## src/rtl/axi_arb_pkg.sv

```systemverilog
// Shared types and constants for the AXI4-Lite round-robin arbiter.
package axi_arb_pkg;

    localparam int MAX_MASTERS = 8;

    localparam logic [1:0] OKAY   = 2'b00;
    localparam logic [1:0] SLVERR = 2'b10;

    typedef enum logic [2:0] {
        IDLE    = 3'd0,
        WR_REQ  = 3'd1,
        WR_RESP = 3'd2,
        RD_REQ  = 3'd3,
        RD_RESP = 3'd4
    } arb_state_e;

endpackage

```

## src/rtl/rr_arb_core.sv

```systemverilog
// Combinational winner select: round robin from ptr, or lowest index first
// when AXI_ARB_FIXED_PRIO_EN is defined.
module rr_arb_core #(
    parameter int N         = 2,
    parameter int IDX_WIDTH = 1
) (
    input  logic [N-1:0]         req,
    input  logic [IDX_WIDTH-1:0] ptr,
    output logic [N-1:0]         gnt,
    output logic [IDX_WIDTH-1:0] idx,
    output logic                 any
);

    logic [IDX_WIDTH-1:0] lo_idx;
    logic [IDX_WIDTH-1:0] hi_idx;
    logic                 hi_any;

    // Descending scan so the lowest matching index is the one left standing.
    always_comb begin
        lo_idx = '0;
        hi_idx = '0;
        hi_any = 1'b0;
        for (int j = N - 1; j >= 0; j--) begin
            if (req[j]) begin
                lo_idx = IDX_WIDTH'(j);
            end
            if (req[j] && (IDX_WIDTH'(j) >= ptr)) begin
                hi_idx = IDX_WIDTH'(j);
                hi_any = 1'b1;
            end
        end
    end

`ifdef AXI_ARB_FIXED_PRIO_EN
    logic ptr_unused;
    logic hi_unused;
    assign ptr_unused = ^ptr;
    assign hi_unused  = hi_any ^ (^hi_idx);
    assign idx        = lo_idx;
`else
    assign idx = hi_any ? hi_idx : lo_idx;
`endif

    assign any = |req;

    always_comb begin
        gnt = '0;
        for (int j = 0; j < N; j++) begin
            gnt[j] = any && (idx == IDX_WIDTH'(j));
        end
    end

endmodule

```

## src/rtl/axi_lite_rr_arbiter.sv

```systemverilog
// N-master to one-slave AXI4-Lite arbiter, one transaction in flight at a time.
// Optional build macro: AXI_ARB_FIXED_PRIO_EN (fixed priority, lowest index wins).
module axi_lite_rr_arbiter
    import axi_arb_pkg::*;
#(
    parameter int NUM_MASTERS = 2,
    parameter int ADDR_WIDTH  = 32,
    parameter int DATA_WIDTH  = 32,
    parameter int IDX_WIDTH   = (NUM_MASTERS > 1) ? $clog2(NUM_MASTERS) : 1
) (
    input  logic                                axi_aclk,
    input  logic                                axi_aresetn,

    input  logic [NUM_MASTERS*ADDR_WIDTH-1:0]   s_awaddr,
    input  logic [NUM_MASTERS*3-1:0]            s_awprot,
    input  logic [NUM_MASTERS-1:0]              s_awvalid,
    output logic [NUM_MASTERS-1:0]              s_awready,
    input  logic [NUM_MASTERS*DATA_WIDTH-1:0]   s_wdata,
    input  logic [NUM_MASTERS*DATA_WIDTH/8-1:0] s_wstrb,
    input  logic [NUM_MASTERS-1:0]              s_wvalid,
    output logic [NUM_MASTERS-1:0]              s_wready,
    output logic [1:0]                          s_bresp,
    output logic [NUM_MASTERS-1:0]              s_bvalid,
    input  logic [NUM_MASTERS-1:0]              s_bready,
    input  logic [NUM_MASTERS*ADDR_WIDTH-1:0]   s_araddr,
    input  logic [NUM_MASTERS*3-1:0]            s_arprot,
    input  logic [NUM_MASTERS-1:0]              s_arvalid,
    output logic [NUM_MASTERS-1:0]              s_arready,
    output logic [DATA_WIDTH-1:0]               s_rdata,
    output logic [1:0]                          s_rresp,
    output logic [NUM_MASTERS-1:0]              s_rvalid,
    input  logic [NUM_MASTERS-1:0]              s_rready,

    output logic [ADDR_WIDTH-1:0]               m_awaddr,
    output logic [2:0]                          m_awprot,
    output logic                                m_awvalid,
    input  logic                                m_awready,
    output logic [DATA_WIDTH-1:0]               m_wdata,
    output logic [DATA_WIDTH/8-1:0]             m_wstrb,
    output logic                                m_wvalid,
    input  logic                                m_wready,
    input  logic [1:0]                          m_bresp,
    input  logic                                m_bvalid,
    output logic                                m_bready,
    output logic [ADDR_WIDTH-1:0]               m_araddr,
    output logic [2:0]                          m_arprot,
    output logic                                m_arvalid,
    input  logic                                m_arready,
    input  logic [DATA_WIDTH-1:0]               m_rdata,
    input  logic [1:0]                          m_rresp,
    input  logic                                m_rvalid,
    output logic                                m_rready,

    output logic [IDX_WIDTH-1:0]                grant_idx
);

    arb_state_e state_q, state_d;
    logic [IDX_WIDTH-1:0] grant_q, grant_d;
    logic [IDX_WIDTH-1:0] ptr_q, ptr_d, ptr_after;
    logic aw_done_q, aw_done_d, w_done_q, w_done_d;

    logic [NUM_MASTERS-1:0] req, win_gnt;
    logic [IDX_WIDTH-1:0]   win_idx;
    logic                   win_any, win_awvalid;
    logic g_awvalid, g_wvalid, g_bready, g_arvalid, g_rready;
    logic aw_hs, w_hs;

    assign req         = s_awvalid | s_arvalid;
    assign win_awvalid = |(win_gnt & s_awvalid);

    rr_arb_core #(
        .N         (NUM_MASTERS),
        .IDX_WIDTH (IDX_WIDTH)
    ) u_core (
        .req (req),
        .ptr (ptr_q),
        .gnt (win_gnt),
        .idx (win_idx),
        .any (win_any)
    );

    // Payload and per-master handshake selection for the registered owner.
    always_comb begin
        m_awaddr  = '0;
        m_awprot  = '0;
        m_wdata   = '0;
        m_wstrb   = '0;
        m_araddr  = '0;
        m_arprot  = '0;
        g_awvalid = 1'b0;
        g_wvalid  = 1'b0;
        g_bready  = 1'b0;
        g_arvalid = 1'b0;
        g_rready  = 1'b0;
        for (int i = 0; i < NUM_MASTERS; i++) begin
            if (IDX_WIDTH'(i) == grant_q) begin
                m_awaddr  = s_awaddr[i*ADDR_WIDTH +: ADDR_WIDTH];
                m_awprot  = s_awprot[i*3 +: 3];
                m_wdata   = s_wdata[i*DATA_WIDTH +: DATA_WIDTH];
                m_wstrb   = s_wstrb[i*(DATA_WIDTH/8) +: DATA_WIDTH/8];
                m_araddr  = s_araddr[i*ADDR_WIDTH +: ADDR_WIDTH];
                m_arprot  = s_arprot[i*3 +: 3];
                g_awvalid = s_awvalid[i];
                g_wvalid  = s_wvalid[i];
                g_bready  = s_bready[i];
                g_arvalid = s_arvalid[i];
                g_rready  = s_rready[i];
            end
        end
    end

`ifdef AXI_ARB_FIXED_PRIO_EN
    assign ptr_after = '0;
`else
    assign ptr_after = (grant_q == IDX_WIDTH'(NUM_MASTERS - 1)) ? '0 : grant_q + 1'b1;
`endif

    always_comb begin
        state_d   = state_q;
        grant_d   = grant_q;
        ptr_d     = ptr_q;
        aw_done_d = aw_done_q;
        w_done_d  = w_done_q;
        m_awvalid = 1'b0;
        m_wvalid  = 1'b0;
        m_bready  = 1'b0;
        m_arvalid = 1'b0;
        m_rready  = 1'b0;
        s_awready = '0;
        s_wready  = '0;
        s_bvalid  = '0;
        s_arready = '0;
        s_rvalid  = '0;
        s_bresp   = '0;
        s_rdata   = '0;
        s_rresp   = '0;
        aw_hs     = 1'b0;
        w_hs      = 1'b0;
        case (state_q)
            IDLE: begin
                if (win_any) begin
                    grant_d = win_idx;
                    state_d = win_awvalid ? WR_REQ : RD_REQ;
                end
            end
            WR_REQ: begin
                m_awvalid          = g_awvalid & ~aw_done_q;
                m_wvalid           = g_wvalid & ~w_done_q;
                s_awready[grant_q] = m_awready & ~aw_done_q;
                s_wready[grant_q]  = m_wready & ~w_done_q;
                aw_hs              = m_awvalid & m_awready;
                w_hs               = m_wvalid & m_wready;
                if ((aw_done_q | aw_hs) && (w_done_q | w_hs)) begin
                    state_d   = WR_RESP;
                    aw_done_d = 1'b0;
                    w_done_d  = 1'b0;
                end else begin
                    aw_done_d = aw_done_q | aw_hs;
                    w_done_d  = w_done_q | w_hs;
                end
            end
            WR_RESP: begin
                s_bvalid[grant_q] = m_bvalid;
                m_bready          = g_bready;
                s_bresp           = m_bresp;
                if (m_bvalid && g_bready) begin
                    state_d = IDLE;
                    ptr_d   = ptr_after;
                end
            end
            RD_REQ: begin
                m_arvalid          = g_arvalid;
                s_arready[grant_q] = m_arready;
                if (g_arvalid && m_arready) begin
                    state_d = RD_RESP;
                end
            end
            RD_RESP: begin
                s_rvalid[grant_q] = m_rvalid;
                m_rready          = g_rready;
                s_rdata           = m_rdata;
                s_rresp           = m_rresp;
                if (m_rvalid && g_rready) begin
                    state_d = IDLE;
                    ptr_d   = ptr_after;
                end
            end
            default: begin
                state_d = IDLE;
            end
        endcase
    end

    always_ff @(posedge axi_aclk or negedge axi_aresetn) begin
        if (!axi_aresetn) begin
            state_q   <= IDLE;
            grant_q   <= '0;
            ptr_q     <= '0;
            aw_done_q <= 1'b0;
            w_done_q  <= 1'b0;
        end else begin
            state_q   <= state_d;
            grant_q   <= grant_d;
            ptr_q     <= ptr_d;
            aw_done_q <= aw_done_d;
            w_done_q  <= w_done_d;
        end
    end

    assign grant_idx = grant_q;

endmodule
```

## config.mk

```make
export PLATFORM = sky130hd
export DESIGN_NAME = axi_lite_rr_arbiter
export DESIGN_NICKNAME = d
export VERILOG_FILES = /design/src/rtl/axi_arb_pkg.sv /design/src/rtl/rr_arb_core.sv /design/src/rtl/axi_lite_rr_arbiter.sv
export SDC_FILE = /design/constraint.sdc
export NUM_CORES = 1
export LEC_CHECK = 0
export ABC_AREA = 1
export CAP_MARGIN = 0
export CORE_AREA = 2 2 164 166
export CTS_CLUSTER_SIZE = 14
export DETAILED_ROUTE_END_ITERATION = 10
export DIE_AREA = 0 0 166 168
export GPL_TIMING_DRIVEN = 0
export PLACE_DENSITY = 0.5
export SYNTH_ARGS = -nofsm -noshare
export SYNTH_HDL_FRONTEND = slang
export SYNTH_HIERARCHICAL = 1
export SYNTH_SLANG_ARGS = --single-unit
```

## constraint.sdc

```tcl
create_clock -name axi_aclk -period 1.3 [get_ports axi_aclk]
set_clock_uncertainty 0.15 [all_clocks]
set_input_delay 0.195 -clock axi_aclk [delete_from_list [all_inputs] [get_ports axi_aclk]]
set_output_delay 0.195 -clock axi_aclk [all_outputs]
set_load 0.05 [all_outputs]
```

## Yosys cells after proc, flatten, opt, wreduce, memory -nomap -nowiden

Index checks and enable logic that the tools add are counted.

| storage, ports and cells | value |
|---|---|
| input bits | 265 |
| register bits after elaboration | 7 |
| word-level logic and storage cells | 98 |
| output and inout port bits | 158 |

| cells by class | value |
|---|---|
| add/subtract/negate cells | 1 |
| magnitude comparators | 4 |
| bitwise logic cells | 18 |
| reductions and logical operators | 16 |
| equal/unequal tests | 9 |
| muxes and demuxes | 45 |

Operators by type and width:

| kind | number |
|---|---|
| 32-bit two-way mux | 4 |
| 1-bit two-way mux | 22 |
| 3-bit two-way mux | 7 |
| 2-bit two-way mux | 8 |
| 3-bit one-hot mux with 5 select lines | 1 |
| 2-bit AND | 6 |
| 1-bit logical AND | 9 |
| 2-bit != test, second input constant | 4 |
| 1-bit AND | 6 |
| 3-bit by 2-bit == test with 1-bit output, second input constant | 2 |
| 5-bit AND reduction | 1 |
| 4-bit two-way mux | 1 |
| 2-bit OR reduction | 2 |
| 3-bit by 1-bit == test with 1-bit output, second input constant | 1 |
| 3-bit == test, second input constant | 1 |
| 3-bit logical NOT | 1 |
| 1-bit NOT | 3 |
| 3-bit AND reduction | 1 |
| 1-bit greater-or-equal comparator, first input constant | 2 |
| 1-bit by 2-bit < comparator with 1-bit output, second input constant | 1 |
| 2-bit by 1-bit != test with 1-bit output, second input constant | 1 |
| 1-bit bitwise OR | 2 |
| 2-bit bitwise OR | 1 |
| 1-bit one-hot mux with 2 select lines | 1 |
| 5 further kinds | 5 |

## Depth between registers and ports, before layout

Gate-level depths: netlist (run 1).

| depth | value |
|---|---|
| depth after elaboration | 12 |
| gate-level depth with buffers | 11 |
| depth with buffers taken out | 10 |

## Modules after synthesis

Netlist (run 1), hierarchy kept.

By module, submodules not included:

| module | area each (um^2) | cells each | instances | seq. area each (um^2) |
|---|---|---|---|---|
| axi_lite_rr_arbiter | 2238.4 | 527 | 1 | 175.2 |
| rr_arb_core | 30.0 | 7 | 1 | 0.0 |

## Least setup slack after synthesis (run 1)

OpenSTA, ideal clock, no wires.

| timing | value |
|---|---|
| path type | reg2out |
| start | register grant_q (netlist: grant_idx) |
| end | output s_arready[1] |
| cell stages (with the launch flop) | 5 |
| required time | 0.955 ns |
| path buffers | 2 |
| slack | -1.257 ns |
| arrival | 2.212 ns |
| cells stage by stage | dfrtp_1 > buf_4 > inv_4 > clkbuf_1 > nor3_1 |

| on the way | value |
|---|---|
| cells in the longest elaborated chain, start to end | 6 |
| elaborated cells between the ends (all ways) | 7 |
| those cells by class | order compare (2); mux (3); bitwise (1); reduce/logical (1) |

Ends and longest elaborated chain:

| item | RTL line | text |
|---|---|---|
| start, declared | axi_lite_rr_arbiter.sv:58 | `logic [IDX_WIDTH-1:0] grant_q, grant_d;` |
| start signal, assigned | axi_lite_rr_arbiter.sv:203 | `grant_q <= grant_d;` |
| 1-bit by 2-bit < comparator with 1-bit output (not written as such) or 1-bit greater-or-equal comparator (tied branches) | axi_lite_rr_arbiter.sv:173 | `s_arready[grant_q] = m_arready;` |
| 1-bit logical AND (not written as such) | axi_lite_rr_arbiter.sv:173 |  |
| 1-bit two-way mux (not written as such) | axi_lite_rr_arbiter.sv:173 |  |
| 1-bit demux with 1-bit select (*) | axi_lite_rr_arbiter.sv:173 |  |
| 2-bit AND (no line) (*) | -- |  |
| 2-bit two-way mux (*) | axi_lite_rr_arbiter.sv:139 | `case (state_q)` |
| end, declared | axi_lite_rr_arbiter.sv:28 | `output logic [NUM_MASTERS-1:0] s_arready,` |

Mark *: on every way between the ends. The rest lies on a longest branch, timed or not.

## Worst setup path after layout (run 1)

| timing | value |
|---|---|
| start | register state_q[2] |
| end | output s_rdata[28] |

| on the way | value |
|---|---|
| cells in the longest elaborated chain, start to end | 2 |

Ends and longest elaborated chain:

| item | RTL line | text |
|---|---|---|
| start, declared | axi_lite_rr_arbiter.sv:57 | `arb_state_e state_q, state_d;` |
| start signal, assigned | axi_lite_rr_arbiter.sv:202 | `state_q <= state_d;` |
| 3-bit == test | axi_lite_rr_arbiter.sv:139 |  |
| 32-bit two-way mux | axi_lite_rr_arbiter.sv:139 |  |
| end, declared | axi_lite_rr_arbiter.sv:29 | `output logic [DATA_WIDTH-1:0] s_rdata,` |

No other way between the ends.

==> impl_metrics.py, run 1 <==
metrics = {
    "die": {
        "die_y_microns": 168,
        "start_util_pct": 8.61,
        "die_area_sq_um": 27900,
        "ios": 423,
        "num_rows": 60,
        "core_sq_um": 26400,
        "dieWidth_microns": 166,
    },
    "final_layout": {
        "area_growth_pct": 445,
        "drive_above_1_share_pct": 59.3,
        "nets": 1282,
        "n_fill_cell": 2452,
        "post-route-util_pct": 46.9,
        "finalNonFillerCells": 1359,
    },
    "routing": {
        "drt_iter0_markers": 115,
        "routed.top_layer": "met5",
        "met3WireLength_microns": 1810,
        "routedWlPerCell_microns": 15.8,
        "viasPerCell": 3.75,
        "ant_nets": 0,
        "dr.pass1.iters": 4,
        "dr_wl_met2_microns": 11700,
        "num_vias": 5103,
        "drt-met1-wl_microns": 7700,
        "drc": 0,
        "routed_wl_microns": 21500,
    },
    "timing": {
        "fin_ws_ns": -0.629,
        "period_needed_ns": 1.93,
        "rsz0062_at_grt": "yes",
        "post-route-period-util_pct": 148,
        "worst_slew_pin_slew_ns": 0.392,
        "slew_headroom_pct": 73.8,
        "hold_viol_final": 0,
        "slew_viol_final": 0,
        "setup_violations": 164,
        "fmax_mhz": 518,
    },
    "status": {
        "violations": "negative setup slack",
        "status": "finished, violations left",
    },
    "global_routing": {
        "grt_antenna_before_repair": 2,
        "grt_pass1_vias": 5178,
        "grt_use_total_pct": 13.4,
        "grt_pass1_wl_microns": 29400,
        "overflow": 0,
        "grt_max_degree": 11,
    },
    "logic_synthesis": {
        "syn_area_sq_um": 2270,
        "synth_compound_area_share_pct": 2.26,
        "yosys_warnings": 6,
        "yosysSeqAreaShare_pct": 7.72,
        "syn-mean-instance-area_sq_um": 4.25,
        "synth_top_area_cell": "nand2_1",
        "muxShareOfSynthArea_pct": 0,
        "yosys.area_share.simple_pct": 73.3,
        "yosys-top-cells-area": "nand2_1, inv_1, dfrtp_1, nor2_1, buf_2",
        "synth_edf_count": 0,
        "synth.most_common_cell": "nand2_1",
        "synth-main-ff-cell": "dfrtp_1",
        "syn_nets": 799,
        "async_reset_ff_share_pct": 100,
        "synthXorXnorAreaFrac_pct": 0,
        "synth_common_cells": "nand2_1, inv_1, nor2_1, buf_2, nor3_1",
        "synthCells": 534,
        "synth_top_family_by_area": "simple AND/OR/NAND/NOR gates",
        "ys_ff_latch": 7,
        "yosysTopAreaCellShare_pct": 60.1,
        "synth-adder-area-share_pct": 0,
        "synth.distinct_cells": 20,
    },
    "setup_path": {
        "rrSetupSlack_ns": -0.42,
        "worstPathRequired_ns": 0.95,
        "crit_type": "reg -> out",
        "r2r_cells": 11,
        "reg2reg_from": "grant_idx",
        "crit_path_end_kind": "output pin",
        "r2r-end": "state_q[0]",
        "path_max_fanout": 10,
        "start_kind": "flop",
        "cp.arrival_ns": 1.58,
    },
    "power": {
        "p_per_area_nw_per_um2": 2240,
        "p_leak_nw": 5.22,
        "ir_drop_uv": 1350,
    },
    "placement": {
        "portBuffers": 422,
        "gp_congestion": 0.732,
        "place_hpwl_microns": 16900,
        "placed_cells": 1297,
    },
    "cts": {
        "tritoncts": "yes",
        "cts_inserted_buffers": 3,
        "clkSlewWorstSetupHoldPaths_ns": 0.04,
        "cts_sinks": 7,
        "ctsHoldBuffers": 0,
        "clkLatencyLatePin_ns": 0.23,
        "cts.path.max_buffers": 2,
        "cts-root-buf": "clkbuf_16",
        "h-tree-depth": 1,
    },
    "hold_path": {
        "worstHoldPathType": "in -> async",
    },
    "job": {
        "max_cap_violations": 0,
    },
}
==> area by class of cell <==
type	count	area [sq um]	area share (%)
antenna	2	5.00	0.0405
buffer	28	576	4.65
clock buffer	3	75.1	0.607
clock inverter	1	5.00	0.0405
inverter	58	256	2.07
multi-input combinational	440	5050	40.9
sequential	7	179	1.45
tap	341	427	3.45
timing repair buffer	478	5780	46.7
timing repair inverter	1	16.3	0.131
==> worst max path at each step <==
stage                          start           to  slack (ns)  cells after the start
after floorplan           state_q[2]   s_rdata[0]       -0.56                      5
after global placement     grant_idx   m_wdata[8]       -1.20                      6
after detailed placement   grant_idx   m_wdata[5]       -1.22                      6
after CTS                  grant_idx  m_araddr[1]       -0.70                      7
after global routing      state_q[2]  s_rdata[28]       -0.70                      7
final                     state_q[2]  s_rdata[28]       -0.63                      7
==> power by group <==
| group | internal [W] | switching (W) | total (W) |
|---|---|---|---|
| Clock | 0.000405 | 0.000131 | 0.000536 |
| Sequential | 0.000324 | 0.000115 | 0.000439 |
| Combinational | 0.0118 | 0.0149 | 0.0267 |
==> layout by cell type (no fill, tap or decap), drive strengths merged <==
master	n
nand2	364
clkdlybuf4s50	263
buf	227
inv	57
nor2	47
clkbuf	18
nor3	11
dfrtp	7
a21oi	6
nand3	6
o21ai	3
clkinv	3
diode	2
or2	2
o22ai	1
dlymetal6s2s	1
==> state kept, by name (all words and copies together) (netlist names) <==
signal / cells
state_q: 3
grant_idx: 1
ptr_q: 1
aw_done_q: 1
w_done_q: 1
==> what timing repair did <==
item,CTS,global route
cloned,2,15
gates resized for setup,1015,466
buffers inserted,3,37
setup endpoints to repair,165,165
pin swaps,25,83
==> cells by family (layout without fill, tap and decap cells) <==
| group | after synthesis | count (layout) |
|---|---|---|
| AND/OR/NAND/NOR | 430 | 430 |
| flip-flops | 7 | 7 |
| other | 0 | 2 |
| AO/OA/AOI/OAI | 10 | 10 |
| buffers and inverters | 87 | 569 |
==> critical path, stage by stage (launching register included) <==
cell and delay (ns):
dfrtp_1 0.37, inv_2 0.08, nor3_4 0.20, inv_2 0.07
buf_12 0.15, buf_16 0.15, nor2_4 0.15, buf_8 0.16
==> metrics by stage <==
stage | TNS, ns | hold WS, ns | area, sq um | total power, W | setup WS (ns)
2_1_floorplan | -56.15 | -0.251 | 5270 | 0.0153 | -0.556
3_3_place_gp | -168.32 | 0.359 | 9920 | 0.0205 | -1.20
3_5_place_dp | -167.92 | 0.370 | 9920 | 0.0205 | -1.22
4_1_cts | -100.41 | 0.137 | 10000 | 0.0217 | -0.700
5_1_grt | -95.59 | 0.135 | 12400 | 0.0290 | -0.695
6_report | -86.53 | 0.105 | 12400 | 0.0277 | -0.629
==> routing by layer <==
layer	GRT usage (%)	vias to the layer above
met5	0	-
met4	2.42	2
met3	4.09	12
met2	25.6	252
met1	14.7	2308
li1	-	2529
No activity file was read; power rests on OpenSTA's default activity.
==> run 2, diff against run 1 <==
- REMOVE_ABC_BUFFERS: not set -> 1
==> run 2 against run 1 <==
  * The run still ends with negative setup slack left
  * Power fell by 39%
  * First-iteration DRC count rose by 24%
  * Sequential power rose by 12%
  * Sequential share of layout area rose by 1.0 points
  * Clock power barely moved
  * Global-route usage fell by 0.27 points
  * Non-clock buffer count fell by 63
  * Register-to-register slack got worse by 0.04 ns
  * Critical path type unchanged
==> impl_metrics.py, run 2 (same netlist as run 1, synthesis figures left out) <==
metrics = {
    "status": {
        "status": "finished, violations left",
        "violations": "negative setup slack",
    },
    "setup_path": {
        "worstPathRequired_ns": 0.95,
        "cp.arrival_ns": 1.56,
        "path_max_fanout": 6,
        "crit_type": "reg -> out",
        "crit_path_end_kind": "output pin",
        "r2r_cells": 10,
        "start_kind": "flop",
    },
    "power": {
        "sw_frac_of_total_pct": 64.2,
        "ir_drop_uv": 1010,
        "internal_power_w": 0.00605,
        "p_per_area_nw_per_um2": 2280,
        "power_switching_w": 0.0108,
        "clockPowerShare_pct": 3.2,
        "seqPwrFrac_pct": 2.9,
        "p_leak_nw": 3.79,
        "combPwrFrac_pct": 93.9,
    },
    "global_routing": {
        "grtUsageMet1_pct": 16.5,
        "overflow": 0,
        "grt_max_degree": 39,
        "grt_busiest_layer": "met2",
        "grt_use_total_pct": 13.2,
        "grt_pass1_wl_microns": 28200,
        "grtUsageMet3_pct": 2.07,
        "grt_antenna_before_repair": 1,
        "globalRouteMet2Util_pct": 24.2,
        "grt_pass1_vias": 4376,
    },
    "placement": {
        "pre_cts_ws_ns": -1.98,
        "placed_cells": 1269,
        "post_dp_cell_area_sq_um": 6790,
        "place_hpwl_microns": 13400,
        "portBuffers": 422,
        "gp_congestion": 0.756,
    },
    "routing": {
        "viasPerCell": 3.50,
        "num_vias": 4541,
        "drc": 0,
        "dr.pass1.iters": 4,
        "routed_wl_microns": 20200,
        "ant_nets": 0,
        "routedWlPerCell_microns": 15.6,
        "drt_iter0_markers": 143,
    },
    "timing": {
        "fmax_mhz": 524,
        "post-route-period-util_pct": 147,
        "rsz0062_at_grt": "yes",
        "fin_ws_ns": -0.607,
        "slew_viol_final": 0,
        "setup_violations": 165,
        "setup_tns_ns": -84.59,
        "worst_slew_pin_slew_ns": 0.340,
        "hold_ws_ns": 0.0828,
        "slew_headroom_pct": 77.3,
        "hold_viol_final": 0,
        "period_needed_ns": 1.91,
    },
    "final_layout": {
        "antenna_cells": 0,
        "fin_area_sq_um": 7390,
        "n_fill_cell": 2929,
        "final_cell_mix": "nand2_1, clkdlybuf4s50_1, buf_4",
        "nets": 1222,
        "final_common_cell": "nand2_1",
        "largest_reg_flops": 3,
        "regMostFlops": "state_q",
        "area_growth_pct": 226,
        "drive_above_1_share_pct": 26.3,
        "finalNonFillerCells": 1297,
    },
    "job": {
        "max_cap_violations": 0,
    },
    "cts": {
        "h-tree-depth": 1,
        "cts.path.max_buffers": 2,
        "clkSlewWorstSetupHoldPaths_ns": 0.04,
        "cts-root-buf": "clkbuf_16",
        "clkLatencyLatePin_ns": 0.23,
        "cts_inserted_buffers": 3,
        "cts_sinks": 7,
        "tritoncts": "yes",
        "ctsHoldBuffers": 0,
    },
    "die": {
        "die_y_microns": 168,
        "core_sq_um": 26400,
        "start_util_pct": 8.61,
        "num_rows": 60,
        "dieWidth_microns": 166,
        "ios": 423,
        "die_area_sq_um": 27900,
    },
    "hold_path": {
        "worstHoldPathType": "in -> async",
    },
}
-- run 2: changes by cell type in the layout (fill, tap and decap cells not counted), moves of 11 or more --
cell / change
buf_12: -30
buf_4: +52
buf_6: +11
buf_8: -108
clkbuf_16: -11
clkbuf_4: +26
nand2_1: +244
nand2_2: -31
nand2_4: -86
nand2_8: -127
nor2_1: +36
nor2_4: -40
-- run 2: critical path: stages, from the launching register on --
cell and delay, ns:
dfrtp_4 0.50, clkbuf_16 0.25, clkinv_16 0.08, buf_8 0.14, buf_6 0.11, nand2_2 0.04, nand2_2 0.05, buf_8 0.14
-- run 2: final cells by class --
| class | count | area, sq um | share of cell area, % |
|---|---|---|---|
| inverter | 58 | 256 | 3.47 |
| sequential | 7 | 181 | 2.45 |
| timing repair inverter | 4 | 76.3 | 1.03 |
| timing repair buffer | 443 | 4460 | 60.4 |
| multi-input combinational | 440 | 1910 | 25.8 |
| tap | 341 | 427 | 5.77 |
| clock buffer | 4 | 78.8 | 1.07 |
-- run 2: path summary, 6_finish.rpt --
path                              from     endpoint  slack, ns
max reg2reg                  grant_idx   state_q[0]      -0.46
max in group asynchronous  axi_aresetn    grant_idx       0.64
min                        axi_aresetn    aw_done_q       0.08
min in group axi_aclk            ptr_q        ptr_q       0.37
max                          grant_idx  m_araddr[0]      -0.61
min reg2reg                      ptr_q        ptr_q       0.37
-- run 2: routing by layer --
metal | part of all wire (%) | vias to the layer above
met2 | 53 | 155
met1 | 42 | 1967
met4 | 0.80 | 2
met5 | 0.059 | -
met3 | 4.5 | 17
li1 | - | 2400
-- run 2: power groups by stage --
stage / registers [W] / logic (W) / clock network [W]
2_1_floorplan: 0.000614 / 0.00578 / 0
3_3_place_gp: 0.000618 / 0.00732 / 0
3_5_place_dp: 0.000627 / 0.0131 / 0
4_1_cts: 0.000471 / 0.0148 / 0.000538
5_1_grt: 0.000511 / 0.0167 / 0.000549
6_report: 0.000490 / 0.0159 / 0.000535
-- run 2: what timing repair did --
item / in CTS / in global routing
pin swaps: 2 / 14
setup endpoints to repair: 165 / 165
setup buffers: 6 / 7
resized for setup: 963 / 181
gates cloned: 9 / 3
-- run 2: per-stage QoR --
step                util (%)  total power [W]
floorplan                  -          0.00639
CTS                     26.0           0.0158
finish                  28.1           0.0169
global placement        25.7          0.00794
global route            28.1           0.0178
detailed placement      25.8           0.0138
==> RTL change 1: new RTL, settings of run 1 <==
Reset style: synchronous (`axi_aresetn`), changed in one clocked block.
--- a/src/rtl/axi_lite_rr_arbiter.sv
+++ b/src/rtl/axi_lite_rr_arbiter.sv
@@ -191,7 +191,7 @@
         endcase
     end
 
-    always_ff @(posedge axi_aclk or negedge axi_aresetn) begin
+    always_ff @(posedge axi_aclk) begin
         if (!axi_aresetn) begin
             state_q   <= IDLE;
             grant_q   <= '0;
Behaviour: differs if axi_aresetn is asserted again (counterexample within 4 cycles, from zero or initial values and one cycle with axi_aresetn low); with axi_aresetn held inactive, the same outputs for 10 cycles.
==> RTL change 1 against run 1 <==
- the run still ends with negative setup slack left
- sequential cell count did not move
- setup slack better by 0.050 ns
- final area shrank 6.0%
- power is 11% lower
- synthesized area is 1.7% higher
- critical path depth is 1 higher
- hold slack improved by 0.19 ns
- routed wire length rose by 4.3%
- critical path type unchanged
- largest cell class unchanged
- largest power group unchanged
==> RTL change 1: results <==
{
  "r2r_slack_ns": -0.44,
  "synthArstFlopShare_pct": 0,
  "syn_area_per_cell_um2": 4.26,
  "setup_viol": 163,
  "use_met1_pct": 15.7,
  "route.met3.wl_um": 1790,
  "track_usage_pct": 14.7,
  "grt_pass1_vias": 5189,
  "timing.rr.end": "state_q[0]",
  "via_count": 5126,
  "vias_per_cell": 3.80,
  "nFillCells": 2572,
  "cp_slowest_cell": "dfxtp_4",
  "p_int_mw": 10.9,
  "crit_path_max_incr_delay_ns": 0.36,
  "synth_cell_type_count": 25,
  "r2r-start": "grant_idx",
  "drtIter0Drc": 112,
  "wl_met1_um": 7720,
  "p_leak_nw": 4.94,
  "use_met2_pct": 29.3,
  "seq_area_um2": 155,
  "top_layer": "met4",
  "hold_class": "in -> reg",
  "place_area_mm2": 0.00967,
  "ys_seq_area_share_pct": 6.08,
  "hpwl_um": 17900,
  "drive_above_1_share_pct": 58.7,
  "fin_tns_setup_ns": -79.71,
  "gp_congestion": 0.820,
  "worstMarginPinSlew_ns": 0.298,
  "synthFlopType": "dfxtp_1",
  "synth_compound_area_share_pct": 2.98,
  "finalWirelength_um": 22400,
  "dp_cells": 1304,
  "violations": "negative setup slack",
  "diodes": 0,
  "met2WireLength_um": 12700,
  "root_buffer": "clkbuf_16",
  "grt_antenna_before_repair": 0,
  "cp.arrival_ns": 1.53,
  "critPathMaxFanout": 6,
  "holdWs_ns": 0.297,
  "cts_max_level": 1,
  "dpl_worst_slack_ns": -1.57,
  "status": "finished, violations left",
  "synthTopCellsByArea": "nand2_1 57%, inv_1 8.8%, nor2_1 7.5%",
  "setup_slack_ns": -0.579,
  "syn-num-nets": 806,
  "synth_common_cells": "350 x nand2_1, 54 x inv_1, 46 x nor2_1",
  "grt_pass1_wl_um": 31600,
  "synth_xor_area_share_pct": 0
}
==> RTL change 1: cell types whose count changed after synthesis, moves of 3 or more <==
cell,change
dfrtp_1,-7
nand2_2,+7
nor3_1,+3
nand2_1,-13
dfxtp_1,+7
==> RTL change 1: area by class of cell <==
type                            count  area share (%)
Buffer                             26            4.51
Timing Repair inverter              1          0.0969
Inverter                           61            2.30
Clock buffer                        4           0.678
Timing Repair Buffer              464            47.3
Tap cell                          341            3.67
Sequential cell                     7            1.33
Multi-Input combinational cell    445            40.1
==> RTL change 1: timing repair <==
action | in CTS | in global routing
setup buffers | 7 | 19
cloned | 5 | 13
hold endpoints to repair | 0 | 0
pin swaps | 26 | 41
resized for setup | 1079 | 303
setup endpoints to repair | 165 | 165
==> RTL change 1: cell families after synthesis <==
| kind of cell | count (synthesis) |
|---|---|
| buffers and inverters | 89 |
| flip-flops | 7 |
| AO/OA/AOI/OAI | 12 |
| AND/OR/NAND/NOR | 433 |
==> RTL change 1: power by group through the flow <==
stage	Combinational, mW	Sequential (mW)	Clock, mW
3_3_place_gp	18.6	0.418	0
6_report	23.5	0.456	0.537
2_1_floorplan	13.4	0.453	0
3_5_place_dp	18.7	0.421	0
4_1_cts	20.2	0.440	0.540
5_1_grt	24.6	0.464	0.561
==> RTL change 1: worst max-delay path by stage <==
stage	start	to	slack, ns
2_1_floorplan	grant_idx	s_rvalid[0]	-0.42
3_5_place_dp	grant_idx	m_wdata[1]	-1.57
6_report	grant_idx	m_awaddr[16]	-0.58
4_1_cts	grant_idx	m_awaddr[16]	-0.62
5_1_grt	state_q[2]	s_rdata[12]	-0.64
3_3_place_gp	grant_idx	m_wdata[1]	-1.56
==> RTL change 1: tightest hold or removal path, delay by kind of cell <==
family,cells,cell delay [ns]
buffers and inverters,1,0.15
and+or+nand+nor,5,0.29
==> RTL change 2: new RTL, config.mk and constraints of run 1 <==
Without the edit above. The option `AXI_ARB_FIXED_PRIO_EN` is turned on by a define.
--- a/src/rtl/rr_arb_core.sv
+++ b/src/rtl/rr_arb_core.sv
@@ -1,5 +1,7 @@
 // Combinational winner select: round robin from ptr, or lowest index first
 // when AXI_ARB_FIXED_PRIO_EN is defined.
+`define AXI_ARB_FIXED_PRIO_EN
+
 module rr_arb_core #(
     parameter int N         = 2,
     parameter int IDX_WIDTH = 1
Function: changed (a bounded check fails within 10 cycles, from zero or initial values and one cycle with axi_aresetn low).
==> RTL change 2 against run 1 <==
- the run still ends with negative setup slack left
- sequential cell count fell by 1
- routed wire length up 1.8%
- synthesized area down 1.0%
- power grew 11%
- hold slack got worse by 0.036 ns
- setup slack lost 0.081 ns
- global-route usage is 0.91 points higher
- first-iteration DRC count shrank 14%
- final area grew 7.7%
- highest routed layer is now met4
==> RTL change 2: results <==
{
  "status": "finished, violations left",
  "violations": "negative setup slack",
  "fin_nets": 1294,
  "hpwl_um": 16600,
  "clock_latency_ns": 0.23,
  "finalWirelength_um": 21800,
  "nFillCells": 2389,
  "r2r_slack_ns": -0.42,
  "cp_slowest_cell": "dfrtp_2",
  "portBuffers": 422,
  "grt_antenna_before_repair": 0,
  "irDropWorstVdd_v": 0.00115,
  "grt_max_degree": 11,
  "dpl_worst_slack_ns": -1.23,
  "setup_viol": 164,
  "max_slew_margin_pct": 79.4,
  "vias_per_cell": 3.75,
  "track_usage_pct": 14.3,
  "largest_reg_flops": 3,
  "largest_register": "state_q",
  "setup_slack_ns": -0.710,
  "crit_family": "buffers and inverters",
  "numCtsBuffers": 3,
  "p_leak_nw": 5.40,
  "critPathMaxFanout": 7,
  "hold_class": "in -> async",
  "gp_congestion": 0.773,
  "crit_path_max_incr_delay_ns": 0.41,
  "cts_buffer_depth": 2,
  "timing.rr.end": "state_q[0]",
  "drive_above_1_share_pct": 65.0,
  "cts_max_level": 1,
  "grt_pass1_wl_um": 31300,
  "met3_usage_pct": 3.69,
  "root_buffer": "clkbuf_16",
  "r2r.worst_path.cells": 13,
  "use_met1_pct": 15.9,
  "syn-num-nets": 790,
  "holdWs_ns": 0.0687,
  "diodes": 0,
  "cp.arrival_ns": 1.66,
  "clk_pin_slew_ns": 0.04,
  "ys_warn_count": 6,
  "p_sw_mw": 16.5,
  "first_pass_iters": 4,
  "r2r-start": "grant_idx",
  "use_met2_pct": 28.0,
  "fin_tns_setup_ns": -100.20,
  "drtIter0Drc": 99,
  "grt_pass1_vias": 5249,
  "place_area_mm2": 0.0104
}
[RTL change 2: worst max path at each step]
| stage | start | end | slack [ns] | cells past startpoint |
|---|---|---|---|---|
| CTS | grant_idx | m_awaddr[1] | -0.76 | 9 |
| global placement | grant_idx | m_awaddr[0] | -1.22 | 7 |
| global route | grant_idx | m_wdata[29] | -0.77 | 9 |
| finish | grant_idx | m_wdata[13] | -0.71 | 9 |
| floorplan | state_q[2] | s_rdata[10] | -0.58 | 5 |
| detailed placement | grant_idx | m_awaddr[0] | -1.23 | 7 |
[RTL change 2: power by group through the flow]
stage	clock, mW	sequential (mW)	combinational (mW)
global route	0.543	0.372	31.1
floorplan	0	0.384	16.9
finish	0.531	0.366	29.7
global placement	0	0.338	22.3
CTS	0.531	0.356	27.6
detailed placement	0	0.337	22.3
[RTL change 2: worst reg2reg max path: cells and delay by family (launching register included)]
kind | cells | cell delay [ns]
simple gates | 9 | 0.61
buf+inv | 4 | 0.43
flops | 1 | 0.41
[RTL change 2: final cells by class]
| cell class | count | share of cell area (%) |
|---|---|---|
| tap | 341 | 3.20 |
| clock buffer | 4 | 0.592 |
| sequential | 6 | 1.15 |
| timing repair buffer | 501 | 46.0 |
| multi-input combinational | 430 | 43.1 |
| timing repair inverter | 1 | 0.0564 |
| inverter | 59 | 1.91 |
| buffer | 27 | 4.00 |
[RTL change 2: what timing repair did]
item                                   in CTS  in global routing
gates resized for setup                  1302                233
buffers inserted                           43                 27
setup endpoints to repair                 164                164
cloned                                      8                  8
pin swaps                                  60                 68
endpoints found under the hold margin       0                  0
[RTL change 2: stage by stage]
stage                     util (%)  cells
after floorplan                  -    525
after global placement        39.6   1288
after detailed placement      39.6   1288
after CTS                     46.2   1342
after global routing          50.6   1369
final                         50.6   1369
[RTL change 2: per-layer routing]
metal,up-vias,share of wire [%]
met5,-,0
met4,0,1.0
met3,15,7.3
met2,223,56
met1,2350,36
li1,2552,-
